[config.mk]
export PLATFORM = sky130hd
export DESIGN_NAME = mem_port_arbiter
export DESIGN_NICKNAME = d
export VERILOG_FILES = /design/src/rtl/mem_port_arbiter_pkg.sv /design/src/rtl/mem_port_arbiter_tag_pipe.sv /design/src/rtl/mem_port_arbiter.sv
export SDC_FILE = /design/constraint.sdc
export NUM_CORES = 1
export LEC_CHECK = 0
export ABC_AREA = 0
export CAP_MARGIN = 20
export CORE_AREA = 2 2 89 91
export DETAILED_ROUTE_END_ITERATION = 10
export DIE_AREA = 0 0 91 93
export HOLD_SLACK_MARGIN = 0.06
export PLACE_DENSITY = 0.73
export SYNTH_ARGS = -nofsm -noshare
export SYNTH_HDL_FRONTEND = slang
export SYNTH_SLANG_ARGS = --single-unit
[constraint.sdc]
create_clock -name clk -period 2.5 [get_ports clk]
set_clock_uncertainty 0.2 [all_clocks]
set_input_delay 0.625 -clock clk [delete_from_list [all_inputs] [get_ports clk]]
set_output_delay 0.625 -clock clk [all_outputs]
set_load 0.05 [all_outputs]
[src/rtl/mem_port_arbiter_pkg.sv]
// -----------------------------------------------------------------------------
// mem_port_arbiter_pkg
// Shared definitions for the fetch / load-store memory port arbiter:
//   - requester owner encodings used in the response tag
//   - data and byte-enable widths of the RAM interface
//   - the response tag carried through the fixed-latency pipeline
//   - the grant decision encoding used by the top level
//   - make_tag(): builds the tag pushed for the current cycle's grant
// -----------------------------------------------------------------------------
package mem_port_arbiter_pkg;

    localparam int MEM_DATA_W = 32;
    localparam int MEM_STRB_W = 4;

    localparam logic OWNER_IF = 1'b0;
    localparam logic OWNER_D  = 1'b1;

    // One entry per granted access; valid=0 marks an empty slot.
    typedef struct packed {
        logic valid;
        logic owner;
        logic is_write;
    } rsp_tag_t;

    typedef enum logic [1:0] {
        GNT_NONE = 2'd0,
        GNT_IF   = 2'd1,
        GNT_D    = 2'd2
    } grant_e;

    // Tag for this cycle's grant. A fetch can never produce a write tag.
    function automatic rsp_tag_t make_tag(input grant_e grant, input logic d_we);
        rsp_tag_t tag;
        tag.valid    = (grant != GNT_NONE);
        tag.owner    = (grant == GNT_D) ? OWNER_D : OWNER_IF;
        tag.is_write = (grant == GNT_D) & d_we;
        return tag;
    endfunction

endpackage

[src/rtl/mem_port_arbiter_tag_pipe.sv]
// -----------------------------------------------------------------------------
// mem_port_arbiter_tag_pipe
// DEPTH-stage shift register of response tags. A tag entering at tag_in
// appears at tag_out DEPTH clock edges later, lining up with the RAM read
// data of the access it describes.
// Ports:
//   clk     in  clock, rising edge
//   clr_n   in  synchronous active-low clear of every stage
//   tag_in  in  tag of the access granted this cycle (valid=0 when idle)
//   tag_out out tag of the access whose RAM data is valid this cycle
// -----------------------------------------------------------------------------
module mem_port_arbiter_tag_pipe
    import mem_port_arbiter_pkg::*;
#(
    parameter int DEPTH = 1
) (
    input  logic     clk,
    input  logic     clr_n,
    input  rsp_tag_t tag_in,
    output rsp_tag_t tag_out
);

    rsp_tag_t stage_r [DEPTH];

    // Shift tags one stage per cycle; a clear drops everything in flight.
    always_ff @(posedge clk) begin
        if (!clr_n) begin
            for (int i = 0; i < DEPTH; i++) begin
                stage_r[i] <= '0;
            end
        end else begin
            stage_r[0] <= tag_in;
            for (int i = 1; i < DEPTH; i++) begin
                stage_r[i] <= stage_r[i-1];
            end
        end
    end

    assign tag_out = stage_r[DEPTH-1];

endmodule

[src/rtl/mem_port_arbiter.sv]
// -----------------------------------------------------------------------------
// mem_port_arbiter
// Shares one single-ported RAM between the core's fetch port (read only) and
// its load/store port. At most one request is granted per cycle; data has
// priority unless fetch has lost STARVE_LIMIT cycles in a row, in which case
// fetch wins once. Read data returns MEM_LATENCY cycles after the grant and is
// routed back to the requester that issued it; writes get a zero-data ack.
// Parameters:
//   AW           word-address width
//   MEM_LATENCY  cycles from grant to valid mem_rdata (1..4)
//   STARVE_LIMIT consecutive fetch losses before fetch takes priority; 0 = never
// Ports:
//   clk, reset                 clock; synchronous active-low reset
//   if_req_valid/ready/addr    fetch request handshake
//   if_rsp_valid/data          fetch read response (1-cycle pulse)
//   d_req_valid/ready/addr/we/wdata/wstrb  load/store request handshake
//   d_rsp_valid/data           load data or write ack (data 0)
//   mem_en/we/addr/wdata/wstrb RAM command for the granted request
//   mem_rdata                  RAM read data, MEM_LATENCY cycles after mem_en
// -----------------------------------------------------------------------------
module mem_port_arbiter
    import mem_port_arbiter_pkg::*;
#(
    parameter int AW           = 16,
    parameter int MEM_LATENCY  = 1,
    parameter int STARVE_LIMIT = 4
) (
    input  logic                  clk,
    input  logic                  reset,

    input  logic                  if_req_valid,
    output logic                  if_req_ready,
    input  logic [AW-1:0]         if_req_addr,
    output logic                  if_rsp_valid,
    output logic [MEM_DATA_W-1:0] if_rsp_data,

    input  logic                  d_req_valid,
    output logic                  d_req_ready,
    input  logic [AW-1:0]         d_req_addr,
    input  logic                  d_req_we,
    input  logic [MEM_DATA_W-1:0] d_req_wdata,
    input  logic [MEM_STRB_W-1:0] d_req_wstrb,
    output logic                  d_rsp_valid,
    output logic [MEM_DATA_W-1:0] d_rsp_data,

    output logic                  mem_en,
    output logic                  mem_we,
    output logic [AW-1:0]         mem_addr,
    output logic [MEM_DATA_W-1:0] mem_wdata,
    output logic [MEM_STRB_W-1:0] mem_wstrb,
    input  logic [MEM_DATA_W-1:0] mem_rdata
);

    // Counter must hold 0..STARVE_LIMIT; keep at least one bit when the guard is off.
    localparam int CNT_W = (STARVE_LIMIT > 0) ? $clog2(STARVE_LIMIT + 1) : 1;
    localparam logic [CNT_W-1:0] STARVE_MAX = CNT_W'(STARVE_LIMIT);

    logic             out_en_r;
    logic [CNT_W-1:0] starve_cnt_r;
    logic             grant_en_s;
    logic             starve_hit_s;
    grant_e           grant_s;
    rsp_tag_t         tag_in_s;
    rsp_tag_t         tag_out_s;
    logic             rsp_live_s;

    // Grants stay off during reset and for the first cycle after release:
    // out_en_r only rises on the first edge that samples reset high.
    always_ff @(posedge clk) begin
        if (!reset) begin
            out_en_r <= 1'b0;
        end else begin
            out_en_r <= 1'b1;
        end
    end

    // Gating with the live reset input keeps mem_en low in a reset cycle,
    // so a write presented then never reaches the RAM.
    assign grant_en_s   = reset & out_en_r;
    assign starve_hit_s = (STARVE_LIMIT != 0) && (starve_cnt_r == STARVE_MAX);

    // Fixed priority arbiter: data first, fetch first once starvation is hit.
    always_comb begin
        grant_s = GNT_NONE;
        if (!grant_en_s) begin
            grant_s = GNT_NONE;
        end else if (d_req_valid && !(if_req_valid && starve_hit_s)) begin
            grant_s = GNT_D;
        end else if (if_req_valid) begin
            grant_s = GNT_IF;
        end else begin
            grant_s = GNT_NONE;
        end
    end

    // Drive the RAM command and readies from whichever requester won.
    always_comb begin
        if_req_ready = 1'b0;
        d_req_ready  = 1'b0;
        mem_en       = 1'b0;
        mem_we       = 1'b0;
        mem_addr     = {AW{1'b0}};
        mem_wdata    = {MEM_DATA_W{1'b0}};
        mem_wstrb    = {MEM_STRB_W{1'b0}};
        case (grant_s)
            GNT_IF: begin
                if_req_ready = 1'b1;
                mem_en       = 1'b1;
                mem_addr     = if_req_addr;
            end
            GNT_D: begin
                d_req_ready = 1'b1;
                mem_en      = 1'b1;
                mem_we      = d_req_we;
                mem_addr    = d_req_addr;
                mem_wdata   = d_req_wdata;
                mem_wstrb   = d_req_wstrb;
            end
            default: begin
                mem_en = 1'b0;
                mem_we = 1'b0;
            end
        endcase
    end

    // Count consecutive cycles in which fetch wanted the RAM but lost;
    // any fetch grant or idle fetch cycle restarts the count.
    always_ff @(posedge clk) begin
        if (!reset) begin
            starve_cnt_r <= {CNT_W{1'b0}};
        end else if (!if_req_valid || (grant_s == GNT_IF)) begin
            starve_cnt_r <= {CNT_W{1'b0}};
        end else if (starve_cnt_r != STARVE_MAX) begin
            starve_cnt_r <= starve_cnt_r + CNT_W'(1);
        end else begin
            starve_cnt_r <= starve_cnt_r;
        end
    end

    assign tag_in_s = make_tag(grant_s, d_req_we);

    mem_port_arbiter_tag_pipe #(
        .DEPTH (MEM_LATENCY)
    ) u_tag_pipe (
        .clk     (clk),
        .clr_n   (reset),
        .tag_in  (tag_in_s),
        .tag_out (tag_out_s)
    );

    // The pipeline still shows stale tags during the reset cycle itself;
    // mask them so no response pulses while reset is low.
    assign rsp_live_s = reset & tag_out_s.valid;

    // Route the completing access back to its owner; writes ack with zero data.
    always_comb begin
        if_rsp_valid = 1'b0;
        d_rsp_valid  = 1'b0;
        if_rsp_data  = {MEM_DATA_W{1'b0}};
        d_rsp_data   = {MEM_DATA_W{1'b0}};
        if (rsp_live_s && (tag_out_s.owner == OWNER_IF)) begin
            if_rsp_valid = 1'b1;
            if_rsp_data  = mem_rdata;
        end else if (rsp_live_s && (tag_out_s.owner == OWNER_D)) begin
            d_rsp_valid = 1'b1;
            d_rsp_data  = tag_out_s.is_write ? {MEM_DATA_W{1'b0}} : mem_rdata;
        end else begin
            if_rsp_valid = 1'b0;
            d_rsp_valid  = 1'b0;
        end
    end

endmodule
==> results.ini, run 1 <==
[run_status]
status=complete, but fails checks
failed_checks=setup timing

[yosys]
synth.yosys.seq_area_share=0.1028
synth_cell_type_count=26
synth_area_per_cell_um2=7.209
synthCells=189
syn_nets=301
yosys_warnings=0
yosys_register_bits=7
yosysTopAreaCell=and2_1
netlist.area_leader.share=0.4224
netlist_top_cells_area=and2_1 42%, dfxtp_1 10%, a22oi_1 8.8%
syn_area_um2=1363

[cts]
clk_latency_ns=0.22
cts_hold_buf=0
cts_sinks=7
cts_buffers=3
htree_num_levels=1
cts_tree=done
clkTransAtPathRegs_ns=0.04
cts_buffer_depth=2
cts_root_buf=clkbuf_8

[grt]
grt.overflow.total=0
grt_start_max_net_pins=34
antenna_found_initial=0
grt_util_all_layers=0.2015
grt_pass1_vias=2380
grt_pass1_wl_um=13620

[critical_path]
worstSetupEndpointType=output pin
crit_top_cell=ha_4
r2r_slack_ns=0.61
crit_fanout=4
critPathSlowestCell=dfxtp_2
reg2regPathDepth=9
cp.depth=9
max_stage_delay_ns=0.31
cp_data_required_time_ns=1.67
path_class=reg2out
critPathTopFamily=buffers and inverters
path_cells=inv_2 > ha_4 > nand2_4 > a21o_1 > buf_4 > ha_4 > bufbuf_16 > and2_4 > buf_12
critical_path.startpoint_type=flip-flop
path_buf_inv=4
crit_arrival_ns=1.90

[min_path]
hold_path_class=in2reg
hold_depth=1

[floorplanning]
start_util=0.1810
io_pins=227
die_h_um=93
die_x_um=91
dieArea_um2=8463
fp.coreArea_um2=7527
rows=32

[final_layout]
regArea_um2=142.6
finalNetCount=542
fin_cells=531
diodes=0
syn_to_final_growth_pct=315.2
post-route-cell-area_um2=5657
multi_input_area_um2=1483
mostFrequentLayoutCells=129 x buf_12, 101 x clkdlybuf4s50_1, 55 x and2_1
nFillCells=504
drive_gt1_frac=0.5828
final_common_cell=buf_12

[sta]
fin_ws_ns=-0.2242
hold_viol_final=0
tightest_slew_ns=0.2078
fin_crit_ns=2.724
max_freq_ghz=0.3671
drv_slew=0
setup_viol=55
period_share=1.090
slew_headroom=0.8614
rsz0062_at_grt=true

[placement]
gp_congestion=0.7322
dp_cells=514
dpl_cell_area_um2=5270
io_buffers=226
dp_hpwl_um=7134

[power_and_ir_drop]
vdd_drop_max_mv=0.1272
power_leakage_nw=2.231
power.density_nw_per_um2=154.1

[detailed_routing]
wl_per_cell_um=16.46
vias=2255
antenna_left=0
wl_um=8741
drc_errors=0
dr.first_iter.drc_count=38
drtPass1Iterations=4
vias_per_cell=4.247

[flow_run]
cap_violations=0

[what timing repair did]
item,in CTS,in global routing
pin swaps,11,5
setup endpoints to repair,122,56
gates resized for setup,55,4
setup buffers,10,0
gates cloned,3,0
[metal layers]
layer  vias up  wire [um]  global-route usage
li1       1092          -                   -
met1      1026       2965              0.2149
met2       129       4906              0.3914
met3         8        740             0.05560
met4         0        129             0.04672
met5         -          0                   0
[where the power goes]
part,internal [mW],switching (mW),total [mW]
sequential,0.116,0.00281,0.119
clock,0.110,0.0449,0.155
combinational,0.359,0.238,0.598
[cells by family after synthesis]
logic type      after synthesis  share of synthesized area
flops                         7                     0.1028
compound gates               22                     0.1175
simple gates                134                     0.6318
fa+ha+maj                     7                    0.06428
buf+inv                      19                    0.08356
[final timing paths]
| kind | start | to |
|---|---|---|
| setup / recovery | starve_cnt_r[1] | mem_wdata[15] |
| hold / removal | reset | out_en_r |
| setup reg to reg | starve_cnt_r[0] | starve_cnt_r[2] |
| hold reg to reg | starve_cnt_r[0] | starve_cnt_r[0] |
[cells in the mapped netlist]
cell	number
nor2b_1	17
and2_2	10
a21o_1	2
inv_1	2
buf_4	1
buf_6	4
nor3_1	1
nand2_1	1
buf_2	3
a21oi_1	3
clkbuf_1	5
and3b_4	1
clkbuf_2	4
and4_2	1
and2_1	92
and4b_4	1
ha_1	7
nand4_1	1
nand3b_1	1
nor2_1	1
nand3_1	4
and3b_1	1
a22oi_1	16
a21bo_2	1
dfxtp_1	7
and3_1	2
[registers in the layout (all words and copies together) (netlist names)]
register	count
u_tag_pipe.stage_r	3
starve_cnt_r	3
out_en_r	1
[stage by stage]
stage	utilization	setup TNS [ns]	hold WS [ns]	total power [mW]	setup WS, ns
after global placement	0.7001	-57.57	0.3951	0.6531	-0.6099
final	0.7515	-8.713	0.3304	0.8719	-0.2242
after global routing	0.7515	-12.70	0.3211	0.9188	-0.2977
after floorplan	-	-3.773	0.2743	0.3347	-0.2361
after detailed placement	0.7001	-64.83	0.4007	0.6634	-0.7089
after CTS	0.7487	-7.538	0.3275	0.8742	-0.2037
[worst reg2reg max path, stage by stage, from the launching register on]
cell and delay, ns:
dfxtp_2 0.33, inv_2 0.05, ha_4 0.17, nand3_2 0.08, nand4_1 0.12, buf_4 0.18, buf_4 0.14, ha_4 0.16
nand3b_1 0.21, nor3_1 0.19
[final cells by class]
type,instances,area share
Timing Repair Buffer,253,0.6808
Multi-Input combinational cell,163,0.2621
Sequential cell,7,0.02522
Tap cell,102,0.02256
Clock buffer,4,0.007963
Inverter,2,0.001327
No activity file was read; power rests on OpenSTA's default activity.
==> run 2: changes to the inputs <==
--- a/config.mk
+++ b/config.mk
@@ -7,11 +7,11 @@
 export LEC_CHECK = 0
 export ABC_AREA = 0
 export CAP_MARGIN = 20
-export CORE_AREA = 2 2 89 91
+export CORE_AREA = 2 2 88 90
 export DETAILED_ROUTE_END_ITERATION = 10
-export DIE_AREA = 0 0 91 93
+export DIE_AREA = 0 0 90 92
+export DONT_BUFFER_PORTS = 1
 export HOLD_SLACK_MARGIN = 0.06
-export PLACE_DENSITY = 0.73
 export SYNTH_ARGS = -nofsm -noshare
 export SYNTH_HDL_FRONTEND = slang
 export SYNTH_SLANG_ARGS = --single-unit
==> run 2 against run 1 <==
The flow still finishes with violations (setup timing). Total power fell by 32%. Final area fell by 44%. Clock power barely moved. Combinational power fell by 47%. Highest routed layer is now met5.
==> results.ini, run 2 (synthesis gave the netlist of run 1 again) <==
[cts]
clkTransAtPathRegs_ns=0.04  ; about the same
clk_latency_ns=0.23  ; was 0.22 ns
htree_num_levels=1  ; unchanged
cts_tree=done  ; unchanged
cts_buffers=3  ; unchanged
cts_root_buf=clkbuf_8  ; unchanged
cts_buffer_depth=2  ; unchanged
cts_sinks=7  ; unchanged

[critical_path]
worstSetupEndpointType=output pin  ; unchanged
critical_path.startpoint_type=flip-flop  ; unchanged
reg2regPathDepth=9  ; unchanged
reg2reg_to=starve_cnt_r[2]  ; unchanged
r2r_slack_ns=0.46  ; was 0.61 ns
crit_fanout=8  ; was 4
cp_data_required_time_ns=1.67  ; about the same
path_class=reg2out  ; unchanged
crit_arrival_ns=1.87  ; was 1.90 ns
regToRegStartpoint=starve_cnt_r[0]  ; unchanged

[sta]
rsz0062_at_grt=true  ; unchanged
max_freq_ghz=0.3713  ; was 0.3671 GHz
fin_ws_ns=-0.1931  ; was -0.2242 ns
slew_headroom=0.8042  ; was 0.8614
setup_viol=54  ; was 55
whs_ns=0.2225  ; was 0.3304 ns
fin_crit_ns=2.693  ; was 2.724 ns
tightest_slew_ns=0.2932  ; was 0.2078 ns
drv_slew=0  ; unchanged
hold_viol_final=0  ; unchanged
finalSetupTns_ns=-5.848  ; was -8.713 ns
period_share=1.077  ; was 1.090

[final_layout]
multi_input_area_um2=1475  ; was 1483 um^2
nFillCells=702  ; was 504
mostFrequentLayoutCells=55 x and2_1, 53 x buf_12, 37 x and2_4  ; was 129 x buf_12, 101 x clkdlybuf4s50_1, 55 x and2_1
final_common_cell=and2_1  ; was buf_12
top_regs=starve_cnt_r (3), u_tag_pipe.stage_r (3), out_en_r (1)  ; unchanged
finalNetCount=380  ; was 542
diodes=0  ; unchanged
drive_gt1_frac=0.7116  ; was 0.5828
regArea_um2=142.6  ; unchanged
syn_to_final_growth_pct=134.0  ; was 315.2%

[grt]
grt_pass1_wl_um=8355  ; was 13,620 um
grt_start_max_net_pins=35  ; was 34
grt.overflow.total=0  ; unchanged
grt_util_all_layers=0.1238  ; was 0.2015
antenna_found_initial=1  ; was 0
grt_pass1_vias=1635  ; was 2,380

[detailed_routing]
antenna_left=0  ; unchanged
wl_per_cell_um=16.39  ; was 16.46 um
drc_errors=0  ; unchanged
dr.first_iter.drc_count=21  ; was 38
vias_per_cell=4.390  ; was 4.247
wl_um=6049  ; was 8741 um
vias=1620  ; was 2,255
drtPass1Iterations=4  ; unchanged

[floorplanning]
start_util=0.1830  ; was 0.1810
fp.coreArea_um2=7447  ; was 7527 um^2
rows=32  ; unchanged
die_x_um=90  ; was 91 um
die_h_um=92  ; was 93 um
io_pins=227  ; unchanged
dieArea_um2=8280  ; was 8463 um^2

[min_path]
whs_endpoint=out_en_r  ; unchanged
min-delay-start=reset  ; unchanged
hold_depth=0  ; was 1
hold_path_class=in2reg  ; unchanged

[power_and_ir_drop]
power.density_nw_per_um2=186.0  ; was 154.1 nW/um^2
vdd_drop_max_mv=0.1283  ; was 0.1272 mV
power_leakage_nw=1.277  ; was 2.231 nW

[flow_run]
cap_violations=0  ; unchanged

[placement]
io_buffers=0  ; was 226
dp_slack_ns=-0.1152  ; was -0.7089 ns
dp_hpwl_um=4970  ; was 7134 um
gp_congestion=0.8047  ; was 0.7322

[run_status]
status=complete, but fails checks  ; unchanged
failed_checks=setup timing  ; unchanged

[run 2: repair_timing]
action / 4_1_cts / 5_1_grt
gates resized for setup: 37 / 5
cloned: 0 / 2
hold buffers: 0 / 0
setup endpoints to repair: 56 / 55
buffers inserted: 7 / 1
endpoints found under the hold margin: 0 / 0
pin swaps: 35 / 9
[run 2: where the power goes]
| part | internal [mW] | switching [mW] |
|---|---|---|
| Combinational | 0.138 | 0.178 |
| Clock | 0.110 | 0.0478 |
| Sequential | 0.117 | 0.00290 |
[run 2: layout make-up]
cell class | count | share of cell area
well taps | 102 | 0.04003
repair buffers | 91 | 0.4360
flip-flops and latches | 7 | 0.04474
clock buffers | 4 | 0.01413
multi-input cells | 163 | 0.4627
inverters | 2 | 0.002355
[run 2: how the worst max path moves through the flow]
stage	startpoint	end	slack, ns	cells after the start
5_1_grt	starve_cnt_r[0]	mem_addr[8]	-0.29	9
4_1_cts	starve_cnt_r[0]	mem_addr[6]	-0.19	9
2_1_floorplan	reset	mem_addr[11]	-0.24	6
3_3_place_gp	if_req_valid	mem_addr[9]	-0.05	6
6_report	starve_cnt_r[0]	mem_addr[2]	-0.19	9
3_5_place_dp	if_req_valid	mem_addr[15]	-0.12	7
[run 2: through the flow]
stage / power [mW] / area, um^2 / std cells / util
detailed placement: 0.3988 / 2878 / 355 / 0.3864
global route: 0.6160 / 3188 / 369 / 0.4281
finish: 0.5930 / 3188 / 369 / 0.4281
floorplan: 0.3347 / 1659 / 189 / -
global placement: 0.3949 / 2878 / 355 / 0.3864
CTS: 0.5870 / 3122 / 366 / 0.4192
[run 2: metal layers]
layer  up-vias  global-route usage  routed length (um)
met5         -                   0                   7
met4         2             0.02692                  40
met3         6             0.04437                 713
met2       130              0.2487                3358
met1       720              0.1200                1929
li1        762                   -                   -
[run 2: critical path, stage by stage (launching register included)]
cell and delay, ns:
dfxtp_2 0.33, inv_2 0.04, ha_4 0.17, nand3_2 0.08, nand4_1 0.13, buf_4 0.18
ha_4 0.28, buf_6 0.13, nor2b_4 0.16, buf_12 0.14
==> run 3: changes to the inputs <==
--- a/config.mk
+++ b/config.mk
@@ -6,6 +6,7 @@
 export NUM_CORES = 1
 export LEC_CHECK = 0
 export ABC_AREA = 0
+export ABC_CLOCK_PERIOD_IN_PS = 2500
 export CAP_MARGIN = 20
 export CORE_AREA = 2 2 88 90
 export DETAILED_ROUTE_END_ITERATION = 10
==> results of run 3 <==
Final layout, timing and power as in run 2 (identical DEF).
